**config.mk**
```make
export PLATFORM = sky130hd
export DESIGN_NAME = mem_stage
export DESIGN_NICKNAME = d
export VERILOG_FILES = /design/src/rtl/mem_stage.sv
export SDC_FILE = /design/constraint.sdc
export NUM_CORES = 1
export LEC_CHECK = 0
export ABC_AREA = 1
export ABC_CLOCK_PERIOD_IN_PS = 1700
export BUFFER_PORTS_ARGS = -buffer_cell sky130_fd_sc_hd__buf_2
export CAP_MARGIN = 10
export CORE_ASPECT_RATIO = 0.8
export CORE_MARGIN = 5
export CORE_UTILIZATION = 25
export DETAILED_ROUTE_END_ITERATION = 8
export PLACE_DENSITY = 0.48
export REMOVE_ABC_BUFFERS = 1
export SYNTH_ARGS = -nofsm -noshare
export SYNTH_HDL_FRONTEND = slang
export SYNTH_SLANG_ARGS = --single-unit
```
**constraint.sdc**
```tcl
create_clock -name clk -period 1.7 [get_ports clk]
set_clock_uncertainty 0.1 [all_clocks]
set_input_delay 0.34 -clock clk [delete_from_list [all_inputs] [get_ports clk]]
set_output_delay 0.34 -clock clk [all_outputs]
set_load 0.01 [all_outputs]
```
**src/rtl/mem_stage.sv**
```systemverilog
// mem_stage: EX/MEM register, data-memory access FSM, MEM/WB register.
// Define MEM_MISALIGN_EN to trap misaligned half/word accesses.
module mem_stage #(
  parameter int size = 32
) (
  input  logic            clk,
  input  logic            reset,
  input  logic            in_valid_i,
  input  logic [size-1:0] fu_i,
  input  logic [size-1:0] store_data_i,
  input  logic [size-1:0] pcplus_i,
  input  logic [11:0]     ctrl_i,
  output logic            stall_o,
  output logic            mem_req_o,
  output logic            mem_we_o,
  output logic [size-1:0] mem_addr_o,
  output logic [3:0]      mem_be_o,
  output logic [size-1:0] mem_wdata_o,
  input  logic            mem_ready_i,
  input  logic [size-1:0] mem_rdata_i,
  output logic [size-1:0] fwd_data_o,
  output logic [4:0]      fwd_rd_o,
  output logic            fwd_we_o,
  output logic            wb_valid_o,
  output logic            wb_we_o,
  output logic [4:0]      wb_rd_o,
  output logic [size-1:0] wb_data_o,
  output logic            misalign_o
);

  typedef enum logic {S_IDLE, S_WAIT} state_t;

  state_t state_q, state_d;

  logic            ex_valid;
  logic [size-1:0] ex_fu;
  logic [size-1:0] ex_sd;
  logic [size-1:0] ex_pc;
  logic [11:0]     ex_ctrl;

  logic [4:0]      ex_rd;
  logic            ex_rw, ex_mr, ex_mw, ex_uns, ex_wbsel;
  logic [1:0]      ex_sz;
  logic            mem_op, misal, access, req;
  logic [size-1:0] alu_val;
  logic [3:0]      lane_be;
  logic [size-1:0] st_data, ld_shift, ld_data;

  logic            wb_valid_q, wb_we_q, wb_mis_q;
  logic [4:0]      wb_rd_q;
  logic [size-1:0] wb_data_q;

  assign ex_rd    = ex_ctrl[11:7];
  assign ex_rw    = ex_ctrl[6];
  assign ex_mr    = ex_ctrl[5];
  assign ex_mw    = ex_ctrl[4];
  assign ex_sz    = ex_ctrl[3:2];
  assign ex_uns   = ex_ctrl[1];
  assign ex_wbsel = ex_ctrl[0];

  assign mem_op  = ex_valid & (ex_mr | ex_mw);
  assign alu_val = ex_wbsel ? ex_pc : ex_fu;

`ifdef MEM_MISALIGN_EN
  assign misal = mem_op &
                 (((ex_sz == 2'b01) & ex_fu[0]) |
                  (ex_sz[1] & (|ex_fu[1:0])));
`else
  assign misal = 1'b0;
`endif

  assign access = mem_op & ~misal;

  always_comb begin
    state_d = state_q;
    req     = 1'b0;
    unique case (state_q)
      S_IDLE: begin
        req = access;
        if (access && !mem_ready_i) state_d = S_WAIT;
      end
      S_WAIT: begin
        req = 1'b1;
        if (mem_ready_i) state_d = S_IDLE;
      end
      default: state_d = S_IDLE;
    endcase
  end

  always_ff @(posedge clk) begin
    if (reset) state_q <= S_IDLE;
    else       state_q <= state_d;
  end

  // Reset kills the request in the same cycle it is asserted.
  assign mem_req_o   = req & ~reset;
  assign stall_o     = mem_req_o & ~mem_ready_i;
  assign mem_we_o    = mem_req_o & ex_mw;
  assign mem_addr_o  = {ex_fu[size-1:2], 2'b00};
  assign mem_be_o    = mem_we_o ? lane_be : 4'b0000;
  assign mem_wdata_o = st_data;

  always_comb begin
    lane_be  = 4'b1111;
    st_data  = ex_sd;
    ld_shift = mem_rdata_i;
    ld_data  = mem_rdata_i;
    unique case (1'b1)
      (ex_sz == 2'b00): begin
        lane_be  = 4'b0001 << ex_fu[1:0];
        st_data  = {4{ex_sd[7:0]}};
        ld_shift = mem_rdata_i >> {ex_fu[1:0], 3'b000};
        ld_data  = {{(size-8){ld_shift[7] & ~ex_uns}},
                    ld_shift[7:0]};
      end
      (ex_sz == 2'b01): begin
        lane_be  = 4'b0011 << {ex_fu[1], 1'b0};
        st_data  = {2{ex_sd[15:0]}};
        ld_shift = mem_rdata_i >> {ex_fu[1], 4'b0000};
        ld_data  = {{(size-16){ld_shift[15] & ~ex_uns}},
                    ld_shift[15:0]};
      end
      ex_sz[1]: begin
        lane_be  = 4'b1111;
        st_data  = ex_sd;
        ld_data  = mem_rdata_i;
      end
    endcase
  end

  always_ff @(posedge clk) begin
    if (reset) begin
      ex_valid <= 1'b0;
      ex_fu    <= '0;
      ex_sd    <= '0;
      ex_pc    <= '0;
      ex_ctrl  <= '0;
    end else if (!stall_o) begin
      ex_valid <= in_valid_i;
      ex_fu    <= fu_i;
      ex_sd    <= store_data_i;
      ex_pc    <= pcplus_i;
      ex_ctrl  <= ctrl_i;
    end
  end

  always_ff @(posedge clk) begin
    if (reset) begin
      wb_valid_q <= 1'b0;
      wb_we_q    <= 1'b0;
      wb_mis_q   <= 1'b0;
      wb_rd_q    <= '0;
      wb_data_q  <= '0;
    end else if (stall_o) begin
      wb_valid_q <= 1'b0;
      wb_we_q    <= 1'b0;
      wb_mis_q   <= 1'b0;
    end else begin
      wb_valid_q <= ex_valid;
      wb_we_q    <= ex_valid & ex_rw & ~ex_mw & ~misal;
      wb_mis_q   <= misal;
      wb_rd_q    <= ex_rd;
      wb_data_q  <= ex_mr ? ld_data : alu_val;
    end
  end

  assign fwd_data_o = alu_val;
  assign fwd_rd_o   = ex_rd;
  assign fwd_we_o   = ex_valid & ex_rw & ~ex_mr;

  assign wb_valid_o = wb_valid_q;
  assign wb_we_o    = wb_we_q;
  assign wb_rd_o    = wb_rd_q;
  assign wb_data_o  = wb_data_q;
  assign misalign_o = wb_mis_q;

endmodule

```
======== Word level (Yosys, flattened, before mapping) ========
Cells that the tools add are included.
operators by class
  reductions and logical operators ........ 4
  multiplexer cells ....................... 10
  shift-type cells ........................ 4
  equal/unequal tests ..................... 1
  bitwise operators ....................... 16
operators with widths
  cell                                              number
  one-hot mux 32 bit (3 select lines)               2
  2-to-1 mux 32 bit                                 2
  right shift 32 x 5 -> 16 bit                      1
  right shift 32 x 5 -> 8 bit                       1
  one-hot mux 4 bit (3 select lines)                1
  AND 1 bit                                         9
  inverter 1 bit                                    6
  2-to-1 mux 4 bit                                  1
  one-hot mux 1 bit (2 select lines)                2
  left shift 1 x 2 -> 4 bit (first input constant)  1
  left shift 2 x 2 -> 4 bit (first input constant)  1
  == test 2 x 1 -> 1 bit (second input constant)    1
  zero test 2 bit                                   1
  2-to-1 mux 1 bit                                  2
  OR reduction 2 bit                                1
  logical AND 1 bit                                 1
  zero test 1 bit                                   1
  OR 1 bit                                          1
word-level totals
  bits of input ports ..................... 144
  flip-flop bits (word level) ............. 149

======== Depth between registers and ports, before layout ========
  word-level depth ........................ 6
  gate-level depth with buffers ........... 11
  gate-level depth less buffers ........... 9

======== Worst setup path before layout ========
No wires, ideal clock.
  path type ............................... register to output
  start ................................... register ex_ctrl[3]
  end ..................................... output mem_wdata_o[16]
  data required time ...................... 1.260 ns
  buffers on the path ..................... 3
  data arrival time ....................... 1.160 ns
  stages on the path, launching flop included .. 6
  slack ................................... 0.100 ns
  cells stage by stage .................... dfxtp_1 > buf_4 > clkbuf_1 > clkbuf_1 > nand2_1 > o21ai_0
between the ends
  word-level cells in the longest chain between the ends .. 2
  elaborated cells on any way between the ends .. 3
ends and longest elaborated chain
  item                                                              RTL line  source
  start, declared                                                   39        logic [11:0] ex_ctrl;
  start signal, assigned                                            143       ex_ctrl <= ctrl_i;
  == test 2 x 1 -> 1 bit / zero test 2 bit (equally long branches)  116, 109
  one-hot mux 32 bit (3 select lines) (*)                           108       unique case (1'b1)
  end, declared                                                     18        output logic [size-1:0] mem_wdata_o,
Every way passes the cells marked *; elsewhere a longest branch is shown, timed or not. The select of a mux whose other input is x is not followed.

======== Worst setup path in the final report ========
  start ................................... register ex_ctrl[3]
  end ..................................... output mem_be_o[2]
between the ends
  word-level cells in the longest chain between the ends .. 3
  elaborated cells on any way between the ends .. 4
ends and longest elaborated chain
  item                                                              RTL line  source
  == test 2 x 1 -> 1 bit / zero test 2 bit (equally long branches)  116, 109
  one-hot mux 4 bit (3 select lines) (*)                            108
  2-to-1 mux 4 bit (*)                                              100       assign mem_be_o = mem_we_o ? lane_be : 4'b0000;
  end, declared                                                     17        output logic [3:0] mem_be_o,
Every way passes the cells marked *; elsewhere a longest branch is shown, timed or not.

==> flow_metrics.tcl <==
set metrics [dict create \
    place_inst 1696 \
    root_buffer "clkbuf_16" \
    timing.slew.headroom 0.6047 \
    critPathCaptureType "output pin" \
    internal_power_mw 6.959 \
    die_h_um 163.9 \
    final_common_cell "nand2_1" \
    io_pins 293 \
    power.share.clock 0.399 \
    cts_buffer_depth 2 \
    ys_seq_area_frac 0.4028 \
    ir_drop_v 0.0006678 \
    synth_seq_cells 149 \
    drv_cap 0 \
    grt_antenna_before_repair 9 \
    worst_pin_slew_ps 593.0 \
    required_ps 1260 \
    fin_crit_ps 1963 \
    rsz0062_at_grt "yes" \
    grt_pass1_wl_mm 42.97 \
    drt_iter0_markers 358 \
    clkLatencyLatePin_ps 430 \
    finalMaxSlewViolations 0 \
    vias_per_cell 4.499 \
    track_usage 0.1676 \
    h-tree-depth 4 \
    powerDensity_nw_per_um2 919.3 \
    status "finished with violations" \
    worstPathArrival_ps 1520 \
    place_congestion 0.8474 \
    violations "setup timing" \
    layout_common_cells "nand2_1 (309), buf_2 (275), nand3_1 (147), dfxtp_1 (141), inv_1 (96)" \
    nets 1519 \
    path_clk_slew_ps 70 \
    syn_area_um2 7406 \
    worst_setup_path_start_kind "flop" \
    grt_pass1_vias 7501 \
    die_x_um 202.4 \
    area_growth_pct 45.02 \
    drt-pass1-iter-count 5 \
    switching_share 0.2952 \
    path_max_fanout 10 \
    period_share 1.155 \
    cts.sinks 149 \
    synth_cell_types 26 \
    initial_utilization 0.2529 \
    placementRows 56 \
    yosysWarningCount 0 \
    core_area_um2 29290 \
    drive_gt1_frac 0.3696 \
    hold_ws_ps 21.67 \
    syn_area_per_cell_um2 6.648 \
    leakagePower_nw 5.427 \
    grt_max_degree 70 \
    fin_cells 1767 \
    fin_ws_ps -262.8 \
    die_area_um2 33190 \
    port_buffers 289 \
    rrSetupSlack_ps 30 \
    finalHoldViolCount 0 \
    cts_tree "built" \
    wl_mm 30.96 \
    power_mw 9.874 \
    p_seq_frac 0.393 \
    switchingPower_mw 2.914 \
    comb_power_share 0.208 \
    routedWlPerCell_um 17.52 \
    timing.setup.tns_ps -10350 \
    critPathKind "flop to output pin" \
    hold_class "input port to flop" \
    route.vias.total 7949 \
    fmax_ghz 0.5095 \
    setup-violations-final 62 \
    dp_hpwl_mm 20.43 \
    cts_buffers 17 \
    grt-ovfl-total 0 \
    ant_nets 0 \
    synthCells 1114 \
    drc 0 \
]
==> flip-flops by register name, summed over array words and instances, names as in the netlist, 5 cells and up <==
register,cells
ex_fu,32
ex_pc,32
ex_sd,32
wb_data_o,32
ex_ctrl,12
wb_rd_o,5
==> final cells by class <==
class	count	area [um2]
fill	3218	18550
multi-input combinational	740	3732
sequential	149	3005
timing repair buffer	362	2519
tap	377	471.7
clock buffer	19	442.9
inverter	105	406.6
clock inverter	13	157.7
antenna	2	5.005
==> path summary, 6_finish.rpt <==
check | startpoint | end | cells after the start
worst max-delay path | ex_ctrl[3] | mem_be_o[2] | 5
worst min-delay path | pcplus_i[22] | ex_pc[22] | 3
worst max register to register | ex_ctrl[4] | ex_ctrl[5] | 8
worst min register to register | wb_data_o[26] | wb_data_o[26] | 2
==> cell families after synthesis <==
logic type,count (synthesis),synth area share
simple gates,573,0.3212
other cells,1,0.0005064
compound gates,163,0.1151
flops,149,0.4028
buf+inv,228,0.1605
==> power by group through the flow <==
| stage | Combinational (mW) | Clock, mW | Sequential (mW) |
|---|---|---|---|
| floorplan | 0.714 | 0 | 4.03 |
| global placement | 1.66 | 0 | 3.93 |
| detailed placement | 1.66 | 0 | 3.93 |
| CTS | 1.81 | 4.09 | 3.86 |
| global route | 2.26 | 4.23 | 3.91 |
| finish | 2.05 | 3.94 | 3.88 |
==> timing repair <==
| action | CTS | global route |
|---|---|---|
| buffers inserted | 13 | 11 |
| cloned | 4 | 9 |
| hold buffers | 1 | 0 |
| gates resized for setup | 91 | 137 |
| pin swaps | 7 | 14 |
| endpoints found under the setup margin | 65 | 66 |
| hold endpoints to repair | 1 | 0 |
==> synthesized netlist by cell type <==
| master | count | area, um2 |
|---|---|---|
| nand2_1 | 338 | 1269 |
| dfxtp_1 | 149 | 2983 |
| nand3_1 | 149 | 745.7 |
| o21ai_0 | 119 | 595.6 |
| inv_1 | 100 | 375.4 |
| nor2_1 | 79 | 296.5 |
| buf_4 | 49 | 367.9 |
| buf_2 | 38 | 190.2 |
| a21oi_1 | 22 | 110.1 |
| clkbuf_1 | 18 | 67.56 |
| buf_6 | 12 | 135.1 |
| o21ai_1 | 10 | 50.05 |
| o211ai_1 | 8 | 60.06 |
| buf_1 | 5 | 18.77 |
| inv_2 | 5 | 18.77 |
| a31oi_1 | 2 | 12.51 |
| nand3_2 | 2 | 20.02 |
| a22oi_1 | 1 | 7.510 |
| buf_8 | 1 | 15.01 |
| conb_1 | 1 | 3.750 |
| nand3_4 | 1 | 17.52 |
| nand3b_1 | 1 | 7.510 |
| nor2_2 | 1 | 6.260 |
| nor2_4 | 1 | 11.26 |
| nor3_1 | 1 | 5.000 |
| o21ai_4 | 1 | 16.27 |
==> through the flow <==
| step | setup slack (ps) | utilization | area, um2 |
|---|---|---|---|
| final | -262.8 | 0.3667 | 10740 |
| after floorplan | -5123 | - | 6619 |
| after detailed placement | -150.2 | 0.3062 | 8967 |
| after CTS | -243.6 | 0.3396 | 9946 |
| after global routing | -367.6 | 0.3667 | 10740 |
| after global placement | -191.1 | 0.3062 | 8967 |
==> worst max-delay path: stages, from the launching register on <==
cell	delay (ps)
dfxtp_4	380
inv_2	110
nand3_1	120
buf_6	170
a31oi_1	160
buf_2	150
==> routing by layer <==
| layer | wire (um) | track usage | up-vias | part of all wire |
|---|---|---|---|---|
| li1 | - | - | 4012 | - |
| met1 | 14180 | 0.2203 | 3675 | 0.46 |
| met2 | 14120 | 0.2602 | 206 | 0.46 |
| met3 | 1959 | 0.05369 | 42 | 0.063 |
| met4 | 601 | 0.05984 | 14 | 0.019 |
| met5 | 95 | 0 | - | 0.0031 |
No activity file was read; power rests on OpenSTA's default activity.
